**src/rtl/risc_defs_pkg.sv**
```systemverilog
`default_nettype none
// ============================================================================
//  Module   : risc_defs_pkg
//  Purpose  : Shared encodings for the multicycle RISC control unit: opcodes,
//             branch condition codes, PSR bit positions, memory address
//             selects and the sequencer state type.
//  Revision : 1.0  initial release
// ============================================================================
package risc_defs_pkg;

    // Opcodes carried in IR[31:28]; 10..15 are undefined
    localparam logic [3:0] c_op_nop = 4'd0;
    localparam logic [3:0] c_op_bra = 4'd1;
    localparam logic [3:0] c_op_ld  = 4'd2;
    localparam logic [3:0] c_op_str = 4'd3;
    localparam logic [3:0] c_op_add = 4'd4;
    localparam logic [3:0] c_op_mul = 4'd5;
    localparam logic [3:0] c_op_cmp = 4'd6;
    localparam logic [3:0] c_op_shf = 4'd7;
    localparam logic [3:0] c_op_rot = 4'd8;
    localparam logic [3:0] c_op_hlt = 4'd9;

    // Branch condition codes carried in IR[27:24]; 6..15 are never taken
    localparam logic [3:0] c_cc_always = 4'd0;
    localparam logic [3:0] c_cc_carry  = 4'd1;
    localparam logic [3:0] c_cc_even   = 4'd2;
    localparam logic [3:0] c_cc_parity = 4'd3;
    localparam logic [3:0] c_cc_zero   = 4'd4;
    localparam logic [3:0] c_cc_neg    = 4'd5;

    // Bit positions inside the PSR {NEG,ZERO,PARITY,EVEN,CARRY}
    localparam int c_psr_carry  = 0;
    localparam int c_psr_even   = 1;
    localparam int c_psr_parity = 2;
    localparam int c_psr_zero   = 3;
    localparam int c_psr_neg    = 4;

    // Memory address source selects
    localparam logic [1:0] c_asel_pc  = 2'd0;
    localparam logic [1:0] c_asel_src = 2'd1;
    localparam logic [1:0] c_asel_dst = 2'd2;

    // Sequencer states
    typedef enum logic [2:0] {
        S_IDLE   = 3'd0,
        S_FETCH  = 3'd1,
        S_DECODE = 3'd2,
        S_MEMRD  = 3'd3,
        S_MEMWR  = 3'd4,
        S_EXEC   = 3'd5,
        S_WRITE  = 3'd6,
        S_HALT   = 3'd7
    } state_t;

endpackage
`default_nettype wire

```
**src/rtl/risc_cond_check.sv**
```systemverilog
`default_nettype none
// ============================================================================
//  Module   : risc_cond_check
//  Purpose  : Combinational branch condition evaluation of a condition code
//             against the current processor status register.
//  Revision : 1.0  initial release
// ============================================================================
module risc_cond_check
    import risc_defs_pkg::*;
#(
    parameter int SBITS = 5
) (
    input  logic [3:0]       ccode,
    input  logic [SBITS-1:0] psr,
    output logic             cond
);

    // Select the PSR flag named by the condition code; unknown codes are not taken
    always_comb begin
        cond = 1'b0;
        case (ccode)
            c_cc_always: cond = 1'b1;
            c_cc_carry:  cond = psr[c_psr_carry];
            c_cc_even:   cond = psr[c_psr_even];
            c_cc_parity: cond = psr[c_psr_parity];
            c_cc_zero:   cond = psr[c_psr_zero];
            c_cc_neg:    cond = psr[c_psr_neg];
            default:     cond = 1'b0;
        endcase
    end

endmodule
`default_nettype wire

```
**src/rtl/risc_seq_ctrl.sv**
```systemverilog
`default_nettype none
// ============================================================================
//  Module   : risc_seq_ctrl
//  Purpose  : Multicycle control unit for the non-pipelined 32-bit RISC core.
//             Sequences fetch/decode/execute/write, owns the memory request
//             handshake with a bus-error watchdog, evaluates branches and
//             counts retired instructions.
//  Revision : 1.0  initial release
// ============================================================================
module risc_seq_ctrl
    import risc_defs_pkg::*;
#(
    parameter int WIDTH   = 32,
    parameter int SBITS   = 5,
    parameter int MAXWAIT = 15
) (
    input  logic             clk,
    input  logic             reset,
    input  logic             run,
    input  logic [3:0]       opcode,
    input  logic             srctype,
    input  logic             dsttype,
    input  logic [3:0]       ccode,
    input  logic [SBITS-1:0] psr,
    input  logic             mem_ack,
    input  logic             alu_done,
    output logic             mem_req,
    output logic             mem_we,
    output logic [1:0]       mem_asel,
    output logic             ir_load,
    output logic             pc_inc,
    output logic             pc_load,
    output logic             alu_start,
    output logic             rf_we,
    output logic             psr_update,
    output logic             halted,
    output logic             illegal_op,
    output logic             bus_err,
    output logic [WIDTH-1:0] retired
);

    // Wide enough to hold MAXWAIT; the last legal count triggers the bus error
    localparam int                  c_wait_w    = $clog2(MAXWAIT + 1);
    localparam logic [c_wait_w-1:0] c_wait_last = c_wait_w'(MAXWAIT - 1);

    state_t              r_state;
    state_t              w_next;
    logic [c_wait_w-1:0] r_wait;
    logic                r_bus_err;
    logic [WIDTH-1:0]    r_retired;
    logic                w_cond;
    logic                w_retire;
    logic                w_timeout;

    risc_cond_check #(
        .SBITS (SBITS)
    ) u_cond (
        .ccode (ccode),
        .psr   (psr),
        .cond  (w_cond)
    );

    // State register; reset abandons any operation in flight
    always_ff @(posedge clk) begin
        if (reset) begin
            r_state <= S_IDLE;
        end else begin
            r_state <= w_next;
        end
    end

    // Next-state and control outputs; memory outputs depend only on state so they hold until ack
    always_comb begin
        w_next     = r_state;
        mem_req    = 1'b0;
        mem_we     = 1'b0;
        mem_asel   = c_asel_pc;
        ir_load    = 1'b0;
        pc_inc     = 1'b0;
        pc_load    = 1'b0;
        alu_start  = 1'b0;
        rf_we      = 1'b0;
        psr_update = 1'b0;
        halted     = 1'b0;
        illegal_op = 1'b0;
        w_retire   = 1'b0;
        w_timeout  = 1'b0;

        case (r_state)
            S_IDLE: begin
                if (run) begin
                    w_next = S_FETCH;
                end
            end

            S_FETCH: begin
                mem_req  = 1'b1;
                mem_asel = c_asel_pc;
                if (mem_ack) begin
                    ir_load = 1'b1;
                    pc_inc  = 1'b1;
                    w_next  = S_DECODE;
                end
            end

            S_DECODE: begin
                case (opcode)
                    c_op_nop: begin
                        w_next   = S_FETCH;
                        w_retire = 1'b1;
                    end
                    c_op_bra: begin
                        pc_load  = w_cond;
                        w_next   = S_FETCH;
                        w_retire = 1'b1;
                    end
                    c_op_ld: begin
                        if (srctype) begin
                            rf_we      = 1'b1;
                            psr_update = 1'b1;
                            w_next     = S_FETCH;
                            w_retire   = 1'b1;
                        end else begin
                            w_next = S_MEMRD;
                        end
                    end
                    c_op_str: begin
                        w_next = S_MEMWR;
                    end
                    c_op_add, c_op_mul, c_op_cmp, c_op_shf, c_op_rot: begin
                        alu_start = 1'b1;
                        w_next    = S_EXEC;
                    end
                    c_op_hlt: begin
                        w_next = S_HALT;
                    end
                    default: begin
                        illegal_op = 1'b1;
                        w_next     = S_FETCH;
                    end
                endcase
            end

            S_MEMRD: begin
                mem_req  = 1'b1;
                mem_asel = c_asel_src;
                if (mem_ack) begin
                    rf_we      = 1'b1;
                    psr_update = 1'b1;
                    w_next     = S_FETCH;
                    w_retire   = 1'b1;
                end
            end

            S_MEMWR: begin
                mem_req  = 1'b1;
                mem_we   = 1'b1;
                mem_asel = c_asel_dst;
                if (mem_ack) begin
                    psr_update = 1'b1;
                    w_next     = S_FETCH;
                    w_retire   = 1'b1;
                end
            end

            S_EXEC: begin
                // alu_done seen during the alu_start cycle never reaches here
                if (alu_done) begin
                    psr_update = 1'b1;
                    w_next     = S_WRITE;
                end
            end

            S_WRITE: begin
                if (!dsttype) begin
                    rf_we    = 1'b1;
                    w_next   = S_FETCH;
                    w_retire = 1'b1;
                end else begin
                    mem_req  = 1'b1;
                    mem_we   = 1'b1;
                    mem_asel = c_asel_dst;
                    if (mem_ack) begin
                        w_next   = S_FETCH;
                        w_retire = 1'b1;
                    end
                end
            end

            S_HALT: begin
                halted = 1'b1;
            end

            default: begin
                w_next = S_IDLE;
            end
        endcase

        // Watchdog: the final unacknowledged request cycle drops the core into HALT
        if (mem_req && !mem_ack && (r_wait == c_wait_last)) begin
            w_timeout = 1'b1;
            w_next    = S_HALT;
        end
    end

    // Wait counter: restarts whenever no request is pending or an ack completes one
    always_ff @(posedge clk) begin
        if (reset) begin
            r_wait <= '0;
        end else if (!mem_req || mem_ack) begin
            r_wait <= '0;
        end else begin
            r_wait <= r_wait + 1'b1;
        end
    end

    // Sticky bus error flag
    always_ff @(posedge clk) begin
        if (reset) begin
            r_bus_err <= 1'b0;
        end else if (w_timeout) begin
            r_bus_err <= 1'b1;
        end
    end

    // Retired instruction counter, wraps modulo 2^WIDTH
    always_ff @(posedge clk) begin
        if (reset) begin
            r_retired <= '0;
        end else if (w_retire) begin
            r_retired <= r_retired + 1'b1;
        end
    end

    assign bus_err = r_bus_err;
    assign retired = r_retired;

endmodule
`default_nettype wire
```
**config.mk**
```make
export PLATFORM = sky130hd
export DESIGN_NAME = risc_seq_ctrl
export DESIGN_NICKNAME = d
export VERILOG_FILES = /design/src/rtl/risc_defs_pkg.sv /design/src/rtl/risc_cond_check.sv /design/src/rtl/risc_seq_ctrl.sv
export SDC_FILE = /design/constraint.sdc
export NUM_CORES = 1
export LEC_CHECK = 0
export ABC_CLOCK_PERIOD_IN_PS = 2000
export CORE_MARGIN = 2
export CORE_UTILIZATION = 44
export DETAILED_ROUTE_END_ITERATION = 16
export GPL_ROUTABILITY_DRIVEN = 1
export GPL_TIMING_DRIVEN = 0
export PLACE_DENSITY_LB_ADDON = 0.3
export SLEW_MARGIN = 20
export SYNTH_ARGS = -nofsm -noshare
export SYNTH_HDL_FRONTEND = slang
export SYNTH_HIERARCHICAL = 1
export SYNTH_SLANG_ARGS = --single-unit
```
**constraint.sdc**
```tcl
create_clock -name clk -period 2 [get_ports clk]
set_input_delay 0.2 -clock clk [delete_from_list [all_inputs] [get_ports clk]]
set_output_delay 0.2 -clock clk [all_outputs]
set_load 0.1 [all_outputs]
```
==> impl_metrics.yaml <==
floorplanning:
  initial_core_util: 0.4537
  core_region_area_mm2: 0.005107
  num_rows: 26
  die_w_um: 76.57
  fp.dieArea_mm2: 0.005863
  die_y_um: 76.57
  ioPinCount: 65
placement:
  port-buffer-count: 63
  place_congestion: 0.8221
  detailed_place_hpwl_mm: 4.529
sta:
  rsz0062_at_grt: "yes"
  setup_slack_ns: -0.02291
  relSlewSlack: 0.3525
  finalSetupViolations: 2
  drv_slew: 0
  fin_skew_ns: 0.01031
  finalCriticalPeriod_ns: 2.023
  fin_tns_setup_ns: -0.03543
  worstMarginPinSlew_ns: 0.9681
  final_hold_viol_count: 0
  max_freq_mhz: 494.3
  period_share: 1.011
clocking:
  cts-root-buf: "clkbuf_8"
  worstSkewPairLatency_ns: 0.30
  cts_tree: "yes"
  numCtsBuffers: 5
  clock-sinks: 40
  htree_levels: 2
  clock_path_buffers: 2
  clk_pin_slew_ns: 0.08
setup_path:
  cp-end-kind: "output port"
  path_cells: "clkbuf_16 -> or3_4 -> nor3_4 -> and3_4 -> o31a_4 -> buf_12"
  crit_fanout: 4
  reg2reg_to: "retired[26]"
  slowest_stage: "dfxtp_4"
  timing.rr.start: "r_state[2]"
  crit_start: "r_state[2]"
  r2r_slack_ns: 0.02
  cp.arrival_ns: 1.82
  crit_type: "reg -> out"
  cpPeakStageDelay_ns: 0.37
  reg2regPathDepth: 5
  crit_required_ns: 1.80
  path_delay_family: "simple AND/OR/NAND/NOR gates"
  startpoint_type: "flip-flop"
  crit_buf_inv: 2
synth:
  synth_ff_type: "dfxtp_1"
  syn_nets: 316
  synth.largest_area_cell: "dfxtp_1"
  yosysUniqueCellTypes: 52
  ys.warnings.count: 6
  synth_top_area_share: 0.3456
  syn_area_per_cell_um2: 7.936
  synth_area_mm2: 0.002317
  synthTopCellsByArea: "dfxtp_1 (35%), a21oi_1 (7.3%), o31ai_1 (4.5%)"
  synthCells: 292
  synth-seq-cells: 40
  synth_seq_area_share: 0.3456
  async_flop_share: 0
  synth_edf_count: 0
grt:
  gr-total-overflow: 0
  grt_use_total: 0.2167
  antenna_found_initial: 0
  grt_max_degree: 14
  grt_pass1_vias: 2322
  grt_pass1_wl_mm: 10.60
power_and_ir_drop:
  power.internal_uw: 1089
  power.switching_uw: 391.9
  p_leak_uw: 0.001476
  switching_share: 0.2647
  pwr-share-clk: 0.362
  total_power_uw: 1480
  pwr-share-comb: 0.110
  seqPwrFrac: 0.528
  ir_worst_vdd_mv: 0.3073
  powerDensity_mw_per_mm2: 416.6
cells_and_area:
  syn2layout_area_growth_pct: 53.35
  diodes: 0
  layout_commonest_cell: "a21oi_1"
  final_cell_mix: "a21oi_1 (28), dlygate4sd2_1 (22), clkdlybuf4s50_1 (17), dfxtp_4 (17), nand2_1 (16)"
  drive_gt1_frac: 0.3048
  nNetsFinal: 397
detailed_routing:
  num_vias: 2605
  first_pass_iters: 4
  vias_per_cell: 5.867
  drc: 0
  drt_iter0_drc: 130
  wl_per_cell_um: 15.68
  drt-total-wl_mm: 6.962
  antenna_left: 0
status:
  violations: "negative setup slack"
  outcome: "finished with violations"
run:
  maxCapViolations: 0
hold_path:
  hold_class: "in -> reg"
  holdPathStages: 4
  hold_end: "r_state[1]"
  min_from: "mem_ack"
[power groups by stage]
stage	registers, uW	logic, uW	clock network [uW]
2_1_floorplan	801	90.3	0
3_3_place_gp	802	153	0
3_5_place_dp	802	154	0
4_1_cts	782	155	539
5_1_grt	782	174	573
6_report	781	164	536
[worst min-delay path: stages]
cell and delay (ns):
buf_2 0.20, o41ai_1 0.10, o21ai_0 0.14, a31oi_1 0.07
[logic make-up after synthesis]
group / count (synthesis) / share of synthesized area
xor gates and xnor gates: 6 / 0.02268
muxes: 4 / 0.01782
adders and majority gates: 4 / 0.02160
and+or+nand+nor: 120 / 0.2959
DFF: 40 / 0.3456
buffers and inverters: 28 / 0.05292
AOI/OAI and AO/OA: 90 / 0.2435
[metal layers]
| layer | share of wire | routed length (um) | track usage |
|---|---|---|---|
| met5 | 0 | 0 | 0 |
| met4 | 0.017 | 121 | 0.06000 |
| met3 | 0.042 | 291 | 0.02962 |
| met2 | 0.53 | 3699 | 0.3920 |
| met1 | 0.41 | 2850 | 0.2678 |
[state kept, by name (all words and copies together) (netlist names)]
name	cells
r_state	3
bus_err	1
r_wait	4
retired	32
[synthesized netlist by cell type, drive strengths merged (3+ instances only)]
| library cell | number |
|---|---|
| and4 | 5 |
| nor2 | 21 |
| nor2b | 6 |
| o21ai | 17 |
| xnor2 | 3 |
| a21oi | 34 |
| nand3 | 11 |
| nor3 | 5 |
| nand2 | 17 |
| mux2i | 3 |
| or3 | 15 |
| a211oi | 3 |
| buf | 7 |
| nand4 | 9 |
| inv | 14 |
| a31oi | 4 |
| xor2 | 3 |
| o31ai | 15 |
| or4 | 12 |
| o21a | 4 |
| nand2b | 6 |
| and3 | 4 |
| ha | 4 |
| dfxtp | 40 |
| clkbuf | 7 |
[how the worst max path moves through the flow]
stage / to / depth (start not counted)
final: psr_update / 6
after global routing: psr_update / 6
after CTS: psr_update / 6
after detailed placement: psr_update / 6
after global placement: psr_update / 6
after floorplan: psr_update / 5
[through the flow]
stage	cell area [um^2]	setup slack [ns]	hold WS, ns	std cells	utilization
floorplan	2442	0.01592	0.4167	292	-
global placement	3161	-0.9028	0.4450	425	0.6188
detailed placement	3161	-0.9059	0.4433	425	0.6188
CTS	3341	-0.1261	0.4165	438	0.6541
global route	3553	-0.08765	0.4840	444	0.6957
finish	3553	-0.02291	0.4497	444	0.6957
[cell type report]
cell class | count | area (um^2)
Buffer | 14 | 113.9
Clock buffer | 6 | 72.57
Clock inverter | 2 | 12.51
Fill cell | 419 | 1554
Inverter | 14 | 55.05
Multi-Input combinational cell | 225 | 1603
Sequential cell | 40 | 883.3
Tap cell | 70 | 87.58
Timing Repair Buffer | 73 | 725.7
[what timing repair did]
action | 4_1_cts | 5_1_grt
hold buffers | 0 | 0
setup endpoints to repair | 60 | 34
pin swaps | 5 | 15
gates resized for setup | 107 | 50
gates cloned | 0 | 1
setup buffers | 5 | 5
Power figures use the tool's default switching activity.
